$ cat src/rtl/bank_pkg.sv
// -----------------------------------------------------------------------------
// Package: bank_pkg
// Shared defaults and types for the bank context manager slice.
//   BANK_W_DEF     default width of a bank index
//   DEPTH_DEF      default maximum interrupt nesting depth
//   ENTRY_BANK_DEF default bank loaded on entry / at reset
//   lvl_w()        width of a level counter able to hold 0..depth
//   ctx_op_t       decoded enter/leave event of one cycle
// -----------------------------------------------------------------------------
package bank_pkg;

   localparam int BANK_W_DEF     = 2;
   localparam int DEPTH_DEF      = 4;
   localparam int ENTRY_BANK_DEF = 0;

   // Level counter width for levels 0..depth (at least one bit).
   function automatic int lvl_w(input int depth);
      return (depth < 1) ? 1 : $clog2(depth + 1);
   endfunction

   typedef enum logic [1:0] {
      OP_NONE  = 2'b00,
      OP_ENTER = 2'b01,
      OP_LEAVE = 2'b10,
      OP_BOTH  = 2'b11
   } ctx_op_t;

endpackage : bank_pkg

$ cat src/rtl/bank_ctx_stack.sv
// -----------------------------------------------------------------------------
// Module: bank_ctx_stack
// Register file holding one bank selection per context level 0..DEPTH.
//   clk      in   system clock, rising edge
//   rst      in   asynchronous active-high reset, loads ENTRY_BANK everywhere
//   we       in   write enable for the single write port
//   wr_idx   in   level written by the write port
//   wr_data  in   bank value written
//   clr      in   reload level clr_idx with ENTRY_BANK (entry without retain)
//   clr_idx  in   level reloaded by clr
//   rd_idx   in   level read (the level that becomes active at the next edge)
//   rd_data  out  post-update content of rd_idx, i.e. what the entry will hold
//                 after this edge (write/clear bypassed combinationally)
// -----------------------------------------------------------------------------
module bank_ctx_stack
   import bank_pkg::*;
#(
   parameter int BANK_W     = BANK_W_DEF,
   parameter int DEPTH      = DEPTH_DEF,
   parameter int LVL_W      = lvl_w(DEPTH),
   parameter int ENTRY_BANK = ENTRY_BANK_DEF
) (
   input  logic              clk,
   input  logic              rst,
   input  logic              we,
   input  logic [LVL_W-1:0]  wr_idx,
   input  logic [BANK_W-1:0] wr_data,
   input  logic              clr,
   input  logic [LVL_W-1:0]  clr_idx,
   input  logic [LVL_W-1:0]  rd_idx,
   output logic [BANK_W-1:0] rd_data
);

   localparam logic [BANK_W-1:0] ENTRY_V = BANK_W'(ENTRY_BANK);

   logic [BANK_W-1:0] ctx [DEPTH+1];

   // NOTE: this small array is reset because every level must read back
   // ENTRY_BANK right after reset; large memories are normally left unreset.
   always_ff @(posedge clk or posedge rst) begin
      if (rst) begin
         for (int i = 0; i <= DEPTH; i++) ctx[i] <= ENTRY_V;
      end else begin
         // The top never aims clr and we at the same level in one cycle.
         if (we)  ctx[wr_idx]  <= wr_data;
         if (clr) ctx[clr_idx] <= ENTRY_V;
      end
   end

   // NOTE: rd_data gets its default first so no path leaves it unassigned,
   // which would otherwise infer a latch.
   always_comb begin
      rd_data = ctx[rd_idx];
      if (clr && (clr_idx == rd_idx)) rd_data = ENTRY_V;
      if (we && (wr_idx == rd_idx))   rd_data = wr_data;
   end

endmodule : bank_ctx_stack

$ cat src/rtl/bank_ctx_manager.sv
// -----------------------------------------------------------------------------
// Module: bank_ctx_manager
// Register-bank selector with a stack of nested interrupt contexts. Level 0 is
// normal code, levels 1..DEPTH are nested IRQs; each level owns a bank register.
// Optional feature macro: BANK_PROTECT_EN (level-0 write protection by PROT_MASK).
//   clk        in   system clock, rising edge
//   rst        in   asynchronous active-high reset
//   enter      in   IRQ accepted, push one level (pulse)
//   leave      in   return from IRQ, pop one level (pulse)
//   sBank      in   write sAddrBank into the current level's bank register
//   sAddrBank  in   bank value to write
//   bank       out  registered bank of the active level
//   level      out  current nesting level, 0 = normal context
//   inter      out  level != 0 (registered)
//   ovf        out  pulse: enter while already at DEPTH
//   unf        out  pulse: leave while at level 0
//   prot_err   out  pulse: protected write rejected (0 unless BANK_PROTECT_EN)
// -----------------------------------------------------------------------------
module bank_ctx_manager
   import bank_pkg::*;
#(
   parameter int                       BANK_W     = BANK_W_DEF,
   parameter int                       DEPTH      = DEPTH_DEF,
   parameter int                       RETAIN     = 1,
   parameter int                       ENTRY_BANK = ENTRY_BANK_DEF,
   parameter logic [(2**BANK_W)-1:0]   PROT_MASK  = '0
) (
   input  logic                          clk,
   input  logic                          rst,
   input  logic                          enter,
   input  logic                          leave,
   input  logic                          sBank,
   input  logic [BANK_W-1:0]             sAddrBank,
   output logic [BANK_W-1:0]             bank,
   output logic [$clog2(DEPTH+1)-1:0]    level,
   output logic                          inter,
   output logic                          ovf,
   output logic                          unf,
   output logic                          prot_err
);

   localparam int                LVL_W   = $clog2(DEPTH + 1);
   localparam logic [LVL_W-1:0]  MAX_LVL = LVL_W'(DEPTH);
   localparam logic [BANK_W-1:0] ENTRY_V = BANK_W'(ENTRY_BANK);

   ctx_op_t           op;
   logic [LVL_W-1:0]  next_level;
   logic              ovf_d;
   logic              unf_d;
   logic              clr;
   logic              prot_rej;
   logic              wr_en;
   logic [BANK_W-1:0] rd_bank;

   // ---------------------------------------------------------------- events
   always_comb begin
      case ({leave, enter})
         2'b01:   op = OP_ENTER;
         2'b10:   op = OP_LEAVE;
         2'b11:   op = OP_BOTH;
         default: op = OP_NONE;
      endcase
   end

   // Simultaneous enter and leave cancel out: no level move, no flags, no reload.
   always_comb begin
      next_level = level;
      ovf_d      = 1'b0;
      unf_d      = 1'b0;
      clr        = 1'b0;
      case (op)
         OP_ENTER: begin
            if (level == MAX_LVL) begin
               ovf_d = 1'b1;
            end else begin
               next_level = level + LVL_W'(1);
               clr        = (RETAIN == 0);
            end
         end
         OP_LEAVE: begin
            if (level == '0) unf_d = 1'b1;
            else             next_level = level - LVL_W'(1);
         end
         default: ;
      endcase
   end

   // ------------------------------------------------------------ protection
`ifdef BANK_PROTECT_EN
   assign prot_rej = sBank && (level == '0) && PROT_MASK[sAddrBank];
`else
   logic unused_prot_mask;
   assign unused_prot_mask = ^PROT_MASK;
   assign prot_rej         = 1'b0;
`endif

   // The write always targets the pre-event level; the read looks at the
   // post-event level with this cycle's write/reload already folded in.
   assign wr_en = sBank && !prot_rej;

   bank_ctx_stack #(
      .BANK_W     (BANK_W),
      .DEPTH      (DEPTH),
      .LVL_W      (LVL_W),
      .ENTRY_BANK (ENTRY_BANK)
   ) u_stack (
      .clk     (clk),
      .rst     (rst),
      .we      (wr_en),
      .wr_idx  (level),
      .wr_data (sAddrBank),
      .clr     (clr),
      .clr_idx (next_level),
      .rd_idx  (next_level),
      .rd_data (rd_bank)
   );

   // -------------------------------------------------------- output register
   // NOTE: state registers use non-blocking assignment so every flop samples
   // the values from before the edge, independent of statement order.
   always_ff @(posedge clk or posedge rst) begin
      if (rst) begin
         level    <= '0;
         bank     <= ENTRY_V;
         inter    <= 1'b0;
         ovf      <= 1'b0;
         unf      <= 1'b0;
         prot_err <= 1'b0;
      end else begin
         level    <= next_level;
         bank     <= rd_bank;
         inter    <= (next_level != '0);
         ovf      <= ovf_d;
         unf      <= unf_d;
         prot_err <= prot_rej;
      end
   end

endmodule : bank_ctx_manager
$ cat config.mk
export PLATFORM = sky130hd
export DESIGN_NAME = bank_ctx_manager
export DESIGN_NICKNAME = d
export VERILOG_FILES = /design/src/rtl/bank_pkg.sv /design/src/rtl/bank_ctx_stack.sv /design/src/rtl/bank_ctx_manager.sv
export SDC_FILE = /design/constraint.sdc
export NUM_CORES = 1
export LEC_CHECK = 0
export CORE_ASPECT_RATIO = 1.25
export CORE_MARGIN = 2
export CORE_UTILIZATION = 50
export CTS_CLUSTER_SIZE = 30
export DETAILED_ROUTE_END_ITERATION = 6
export DONT_BUFFER_PORTS = 1
export PLACE_DENSITY = 0.68
export SLEW_MARGIN = 25
export SYNTH_ARGS = -nofsm -noshare
export SYNTH_HDL_FRONTEND = slang
export SYNTH_HIERARCHICAL = 1
export SYNTH_SLANG_ARGS = --single-unit
export TNS_END_PERCENT = 1
$ cat constraint.sdc
create_clock -name clk -period 2.4 [get_ports clk]
set_input_delay 0.36 -clock clk [delete_from_list [all_inputs] [get_ports clk]]
set_output_delay 0.36 -clock clk [all_outputs]
set_load 0.01 [all_outputs]
==> impl_metrics.json, run 1 <==
{
  "ys.flop_type": "dfrtp_1",
  "crit_path_start_kind": "register",
  "core_um2": 2160,
  "grt_pass1_vias": 791,
  "p_leak_nw": 0.589,
  "hp-class": "in -> reg",
  "ios": 16,
  "grt_usage_pct": 19.2,
  "intPower_mw": 0.949,
  "rrSetupSlack_ns": 0.15,
  "syn_area_per_cell_um2": 9.87,
  "powerDensity_nw_per_um2": 1290,
  "cts_buffer_depth": 2,
  "wl_per_cell_um": 14.1,
  "clk_pin_slew_worst_paths_ns": 0.10,
  "synth_enable_flop_cells": 0,
  "synth_top_cell_by_area": "dfrtp_1",
  "hold_depth": 2,
  "final_util_pct": 58.1,
  "period_minus_slack_ns": 2.25,
  "cts_tree": "yes",
  "worst-setup-path-type": "reg -> reg",
  "grt_overflow": 0,
  "maxCapViolations": 0,
  "holdCritStartpoint": "sAddrBank[0]",
  "reg2reg_depth": 9,
  "seqCellArea_um2": 450,
  "cts_htree_levels": 1,
  "multiInputGateArea_um2": 634,
  "combPwrFrac_pct": 56.6,
  "port-buffer-count": 0,
  "synthCells": 114,
  "ys_warn_count": 6,
  "max_stage_delay_ns": 0.41,
  "start_util_pct": 52.0,
  "ir_worst_vdd_uv": 649,
  "synth_top_cells_by_area": "dfrtp_1 (40%), mux2i_1 (14%), ha_1 (5.6%)",
  "p_total_mw": 1.61,
  "numCtsBuffers": 3,
  "cp_top_family": "compound AO/OA/AOI/OAI gates",
  "slew_violations": 0,
  "drc_errors": 0,
  "path_max_fanout": 10,
  "seqPwrFrac_pct": 32.0,
  "ys_async_sr_fraction_pct": 100,
  "cp_slowest_cell": "dfrtp_1",
  "place_area_um2": 1210,
  "status": "finished, final reports clean",
  "grt_max_degree": 11,
  "crit_path_end_kind": "register",
  "swShare_pct": 41.2,
  "place.gp.congestion": 0.809,
  "synth_cell_types": 32,
  "clock-sinks": 18,
  "antenna_found_initial": 0,
  "insertion_delay_ns": 0.29,
  "area_growth_pct": 11.7,
  "synth_most_common_cell": "dfrtp_1",
  "clockPowerShare_pct": 11.5,
  "rows": 19,
  "n_antenna_cell": 0,
  "dp_hpwl_um": 1800,
  "synth_seq_cells": 18,
  "post-cts-setup-buffers": 0,
  "cts_resized": 0,
  "hold_viol": 0,
  "ys_seq_area_share_pct": 40.0,
  "fin_setup_tns_ns": 0,
  "fin_crit_sh_pct": 93.8,
  "setup_violations": 0,
  "clock_skew_ns": 0.00132,
  "ctsHoldBuffers": 1,
  "fin_area_um2": 1260,
  "ant_nets": 0,
  "via_per_inst": 5.42,
  "fin_nets": 140,
  "drtIter0Drc": 38,
  "grt_pass1_wl_um": 3610,
  "critPathRequiredTime_ns": 2.62,
  "chipHeight_um": 57.0,
  "dieArea_um2": 2650,
  "synthTopCellsByCount": "dfrtp_1 (18), mux2i_1 (16), nor2_1 (15), inv_1 (9)",
  "arrival_ns": 2.47,
  "rsz0062_at_grt": "false",
  "num_vias": 857,
  "die_w_um": 46.4,
  "whs_ns": 0.183,
  "drive_gt1_share_pct": 11.0,
  "netlist_area_um2": 1120,
  "p_sw_mw": 0.665,
  "wl_um": 2220,
  "regToRegEndpoint": "bank[1]",
  "worstReg2RegStart": "level[1]",
  "crit_chain": "inv_1, ha_1, nand2b_4, a32o_1, a22o_1, xnor2_1, and4_1, a41o_1, o21ai_1",
  "hold_end": "bank[0]",
  "synthDominantCellAreaShare_pct": 40.0,
  "crit_buf_inv": 1,
  "fillerInstances": 190,
  "first_pass_iters": 4,
  "clockRootBuffer": "clkbuf_4",
  "clock.fmax_mhz": 444
}
## flip-flops by register name, summed over array words and instances, names as in the netlist
name and flops:
ovf 1, bank 2, u_stack/ctx 10, level 3
inter 1, unf 1
## how the worst max path moves through the flow
stage	startpoint	to	cells after the start
finish	level[1]	bank[1]	9
global route	level[1]	bank[1]	9
CTS	level[1]	bank[1]	9
detailed placement	level[1]	bank[1]	9
global placement	level[0]	bank[1]	9
floorplan	level[1]	bank[1]	10
## final cells by class
| type | instances | share of cell area, % |
|---|---|---|
| repair buffers | 8 | 4.98 |
| inverters | 9 | 2.69 |
| flip-flops and latches | 18 | 35.9 |
| well taps | 31 | 3.09 |
| multi-input cells | 88 | 50.5 |
| clock buffers | 4 | 2.89 |
## kinds of logic after synthesis
group | count (synthesis) | synth area share [%]
other | 1 | 0.333
adders and majority gates | 5 | 5.56
DFF | 18 | 40.0
muxes | 16 | 14.2
buffers and inverters | 13 | 5.23
xor gates and xnor gates | 6 | 4.67
AOI/OAI and AO/OA | 16 | 10.7
and+or+nand+nor | 39 | 19.2
## stage by stage
step,cells,setup WS (ns)
global route,158,0.0157
CTS,158,0.132
global placement,153,0.187
floorplan,119,0.00276
detailed placement,153,0.167
finish,158,0.149
## power by group through the flow
stage	Clock (mW)	Combinational, mW	Sequential (mW)
after global placement	0	0.893	0.524
final	0.185	0.913	0.516
after floorplan	0	0.669	0.547
after CTS	0.190	0.916	0.516
after detailed placement	0	0.911	0.522
after global routing	0.209	1.01	0.531
## layer usage
metal / track usage [%] / share of wire [%] / up-vias
met3: 3.48 / 3.3 / 2
met1: 21.7 / 40 / 418
li1: - / - / 423
met2: 33.5 / 56 / 14
met5: 0 / 0 / -
met4: 8.57 / 0.77 / 0
## cells in the final DEF (no fill, tap or decap), types with 2 or more instances in the layout
cell type,synthesis,layout
nor3b_1,4,4
buf_4,2,7
a31oi_1,3,3
nand2b_4,2,2
clkbuf_4,0,3
o21ai_1,2,2
nor2_1,15,15
nor3_1,4,4
nand2_1,6,6
ha_1,5,5
mux2i_1,16,16
xnor2_1,6,6
conb_1,1,6
dfrtp_1,18,18
nand2b_1,2,2
inv_1,9,9
o221ai_1,2,2
Note: power is estimated with default switching activity, not from simulation.
==> run 2, diff against run 1 <==
--- a/config.mk
+++ b/config.mk
@@ -11,7 +11,7 @@
 export CTS_CLUSTER_SIZE = 30
 export DETAILED_ROUTE_END_ITERATION = 6
 export DONT_BUFFER_PORTS = 1
-export PLACE_DENSITY = 0.68
+export PLACE_DENSITY = 0.67
 export SLEW_MARGIN = 25
 export SYNTH_ARGS = -nofsm -noshare
 export SYNTH_HDL_FRONTEND = slang
==> constraint.sdc (replaced) <==
create_clock -name clk -period 2.4 [get_ports clk]
set_input_delay 0.48 -clock clk [delete_from_list [all_inputs] [get_ports clk]]
set_output_delay 0.48 -clock clk [all_outputs]
set_load 0.01 [all_outputs]
==> run 2 against run 1 <==
Final cell count shrank 1.3%; clock skew increased by 0.0043 ns; global-route usage rose by 0.91 points; die area unchanged; worst hold slack worse by 0.18 ns; final area shrank 1.4%; worst setup slack better by 0.087 ns; first-iteration DRC count decreased by 55%.
==> impl_metrics.json, run 2 (synthesis results as in run 1) <==
{
  "powerDensity_nw_per_um2": 1300,
  "insertion_delay_ns": 0.29,
  "cts_htree_levels": 1,
  "worst-setup-path-type": "reg -> reg",
  "clockRootBuffer": "clkbuf_4",
  "fin_crit_sh_pct": 90.2,
  "max_slew_margin_pct": 65.9,
  "p_total_mw": 1.61,
  "reg2reg_depth": 9,
  "num_vias": 843,
  "cts_tree": "yes",
  "ir_worst_vdd_uv": 656,
  "final_common_cell": "dfrtp_1",
  "cts_resized": 0,
  "reg.largest.list": "u_stack/ctx: 10 flops, level: 3 flops, bank: 2 flops",
  "period_minus_slack_ns": 2.16,
  "max_flop_register": "u_stack/ctx",
  "numCtsBuffers": 3,
  "die_w_um": 46.4,
  "place.gp.congestion": 0.840,
  "clock.fmax_mhz": 462,
  "seqCellArea_um2": 450,
  "port-buffer-count": 0,
  "multiInputGateArea_um2": 634,
  "arrival_ns": 2.38,
  "clock_skew_ns": 0.00561,
  "clk_pin_slew_worst_paths_ns": 0.10,
  "first_pass_iters": 4,
  "largest_reg_flops": 10,
  "rsz0062_at_grt": "false",
  "cts_buffer_depth": 2,
  "wl_per_cell_um": 14.5,
  "core_um2": 2160,
  "chipHeight_um": 57.0,
  "clock-sinks": 18,
  "fin_setup_tns_ns": 0,
  "setup_violations": 0,
  "ctsHoldBuffers": 0,
  "final_util_pct": 57.3,
  "post-cts-setup-buffers": 0,
  "grt_overflow": 0,
  "hp-class": "in -> async",
  "slew_violations": 0,
  "wl_um": 2260,
  "dp_hpwl_um": 1770,
  "n_antenna_cell": 0,
  "ios": 16,
  "ant_nets": 0,
  "layoutNonFillerInstCount": 156,
  "area_growth_pct": 10.1,
  "drc_errors": 0,
  "dieArea_um2": 2650,
  "path_max_fanout": 8,
  "fin_nets": 138,
  "rows": 19,
  "grt_max_degree": 14,
  "rrSetupSlack_ns": 0.24,
  "via_per_inst": 5.40,
  "p_leak_nw": 0.580,
  "crit_path_start_kind": "register",
  "critPathRequiredTime_ns": 2.62,
  "maxCapViolations": 0,
  "drtIter0Drc": 17,
  "crit_path_end_kind": "register",
  "status": "finished, final reports clean",
  "tightestPinTransition_ns": 0.510,
  "placed_cells": 152,
  "fillerInstances": 196,
  "antenna_found_initial": 0,
  "grt_pass1_wl_um": 3830,
  "whs_ns": 0.00431,
  "grt_usage_pct": 20.1,
  "layout_common_cells": "dfrtp_1 (18), mux2i_1 (16), nor2_1 (15)",
  "hold_viol": 0,
  "start_util_pct": 52.0,
  "grt_pass1_vias": 876,
  "drive_gt1_share_pct": 10.4
}
## run 2: cell types whose count changed in the layout (fill, tap and decap cells not counted)
cell / change
buf_4: -1
dlygate4sd3_1: -1
## run 2: metrics by stage
| stage | area (µm²) | setup WS, ns |
|---|---|---|
| 2_1_floorplan | 1140 | 0.00276 |
| 5_1_grt | 1240 | 0.0459 |
| 3_5_place_dp | 1200 | 0.136 |
| 6_report | 1240 | 0.236 |
| 3_3_place_gp | 1200 | 0.208 |
| 4_1_cts | 1240 | 0.235 |
## run 2: critical path, stage by stage, from the launching register on
cell and delay (ns):
dfrtp_1 0.39, buf_4 0.18, ha_1 0.21, nor2b_1 0.13, o221ai_1 0.16, a22o_1 0.36, xnor2_1 0.09, and4_1 0.21
a41o_1 0.22, o21ai_1 0.13
## run 2: final cells by class
type                    instances  area share, %
multi-input cells              88           51.2
flip-flops and latches         18           36.4
repair buffers                  6           3.64
well taps                      31           3.13
clock buffers                   4           2.93
inverters                       9           2.73
## run 2: metal layers
layer | track usage (%) | share of wire, %
met5 | 0 | 0
met4 | 9.39 | 1.0
met3 | 4.75 | 4.4
met2 | 34.7 | 54
met1 | 22.3 | 41
## run 2: final timing paths
check,start,to
max reg2reg,level[0],bank[1]
min,rst,inter
max,level[0],bank[1]
min reg2reg,u_stack/ctx[9],u_stack/ctx[9]
max in group asynchronous,rst,u_stack/ctx[6]
min in group clk,sAddrBank[1],bank[1]
## run 2: where the power goes
group | switching (mW) | total [mW] | internal, mW
combinational | 0.494 | 0.911 | 0.417
sequential | 0.0812 | 0.511 | 0.429
clock | 0.0906 | 0.183 | 0.0924
==> run 3, diff against run 2 <==
--- a/config.mk
+++ b/config.mk
@@ -11,6 +11,7 @@
 export CTS_CLUSTER_SIZE = 30
 export DETAILED_ROUTE_END_ITERATION = 6
 export DONT_BUFFER_PORTS = 1
+export GPL_TIMING_DRIVEN = 0
 export PLACE_DENSITY = 0.67
 export SLEW_MARGIN = 25
 export SYNTH_ARGS = -nofsm -noshare
==> run 3 against run 2 <==
First-iteration DRC count down 35%; clock-buffer cell count down 1; worst setup slack worse by 0.13 ns; fmax down 5.6%; global-route usage down 0.99 points; clock skew fell by 0.0040 ns; clock power is 21% lower.
==> impl_metrics.json, run 3 (synthesis results as in run 1) <==
{
  "crit_path_end_kind": "register",
  "antenna_found_initial": 0,
  "seqPwrFrac_pct": 34.9,
  "via_per_inst": 5.42,
  "crit_path_start_kind": "register",
  "num_vias": 856,
  "placed_cells": 150,
  "clk_pin_slew_worst_paths_ns": 0.09,
  "cts_htree_levels": 1,
  "ir_worst_vdd_uv": 621,
  "layoutNonFillerInstCount": 158,
  "clock-sinks": 18,
  "hp-class": "in -> async",
  "n_antenna_cell": 0,
  "start_util_pct": 52.0,
  "drive_gt1_share_pct": 17.3,
  "p_leak_nw": 0.582,
  "numCtsBuffers": 3,
  "path_max_fanout": 9,
  "place.gp.congestion": 0.799,
  "cts_tree": "yes",
  "first_pass_iters": 4,
  "fin_nets": 141,
  "max_flop_register": "u_stack/ctx",
  "hold_viol": 0,
  "clockRootBuffer": "clkbuf_4",
  "rsz0062_at_grt": "false",
  "fin_crit_sh_pct": 95.5,
  "critPathRequiredTime_ns": 2.63,
  "grt_pass1_vias": 834,
  "swShare_pct": 41.8,
  "port-buffer-count": 0,
  "grt_overflow": 0,
  "reg.largest.list": "u_stack/ctx: 10 flops, level: 3 flops, bank: 2 flops",
  "p_sw_mw": 0.684,
  "clock.fmax_mhz": 436,
  "grt_usage_pct": 19.2,
  "die_w_um": 46.4,
  "dieArea_um2": 2650,
  "period_minus_slack_ns": 2.29,
  "final_common_cell": "mux2i_1",
  "dp_hpwl_um": 1700,
  "ios": 16,
  "core_um2": 2160,
  "intPower_mw": 0.953,
  "fin_ws_ns": 0.107,
  "wl_per_cell_um": 14.2,
  "post-place-ws_ns": -0.480,
  "ant_nets": 0,
  "cts_buffer_depth": 2,
  "combPwrFrac_pct": 56.3,
  "fin_setup_tns_ns": 0,
  "clock_skew_ns": 0.00160,
  "wl_um": 2240,
  "slew_violations": 0,
  "largest_reg_flops": 10,
  "grt_pass1_wl_um": 3710,
  "rows": 19,
  "powerDensity_nw_per_um2": 1290,
  "worst-setup-path-type": "reg -> reg",
  "drc_errors": 0,
  "grt_max_degree": 15,
  "arrival_ns": 2.52,
  "clockPowerShare_pct": 8.8,
  "status": "finished, final reports clean",
  "chipHeight_um": 57.0,
  "setup_violations": 0,
  "fillerInstances": 201,
  "area_growth_pct": 13.0,
  "maxCapViolations": 0,
  "insertion_delay_ns": 0.29,
  "layout_common_cells": "mux2i_1 (16), nor2_1 (15), dfrtp_1 (15)",
  "drtIter0Drc": 11
}
==> run 3: cell count changes in the layout (fill, tap and decap cells not counted), sizes merged <==
cell,before,now
buf,6,9
clkbuf,4,3
==> run 3: worst paths after layout <==
path                                 from             end  slack [ns]  cells past startpoint
min                                   rst         bank[0]        0.02                      1
max in group asynchronous             rst  u_stack/ctx[5]        2.10                      1
min reg2reg                u_stack/ctx[8]  u_stack/ctx[8]        0.53                      2
min in group clk             sAddrBank[0]         bank[0]        0.31                      2
max                              level[0]         bank[1]        0.11                     10
max reg2reg                      level[0]         bank[1]        0.11                     10
==> run 3: metal layers <==
layer	track usage (%)	vias to the layer above	share of wire [%]	routed length, µm
li1	-	419	-	-
met1	20.7	421	40	892
met2	34.9	13	56	1250
met3	5.06	3	3.7	83
met4	5.31	0	0.94	21
met5	0	-	0	0
==> run 3: power groups by stage <==
stage / clock network, mW / registers (mW) / logic, mW
floorplan: 0 / 0.547 / 0.669
global placement: 0 / 0.577 / 0.776
detailed placement: 0 / 0.587 / 0.798
CTS: 0.151 / 0.569 / 0.880
global route: 0.172 / 0.592 / 1.02
finish: 0.144 / 0.572 / 0.921
==> run 3: timing repair <==
item | 4_1_cts | 5_1_grt
setup endpoints to repair | 2 | 2
gates cloned | 0 | 0
endpoints found under the hold margin | 0 | 0
setup buffers | 3 | 2
gates resized for setup | 7 | 5
hold buffers | 0 | 0
pin swaps | 1 | 2
==> run 3: area by class of cell <==
class                      count  area, µm²  area share [%]
buffer                         4       28.8            2.26
clock buffer                   3       22.5            1.77
multi-input combinational     88        663            52.2
timing repair buffer           5       30.0            2.36
tap                           31       38.8            3.05
inverter                       9       33.8            2.66
sequential                    18        454            35.7
==> run 3: metrics by stage <==
step / util [%] / hold WS, ns / total power, mW / instance area [µm²]
after detailed placement: 54.7 / 0.344 / 1.38 / 1180
after floorplan: - / 0.296 / 1.22 / 1140
after CTS: 57.5 / 0.0206 / 1.60 / 1240
after global placement: 54.7 / 0.339 / 1.35 / 1180
final: 58.8 / 0.0154 / 1.64 / 1270
after global routing: 58.8 / 0.0138 / 1.79 / 1270
==> run 3: worst max-delay path, cell delays in order (launching register included) <==
cell and delay [ns]:
dfrtp_2 0.49, inv_2 0.11, ha_4 0.17, nand2b_4 0.07, a32o_1 0.26, a22o_4 0.26, buf_2 0.18, xnor2_1 0.12
and4_1 0.21, a41o_1 0.22, o21ai_1 0.12
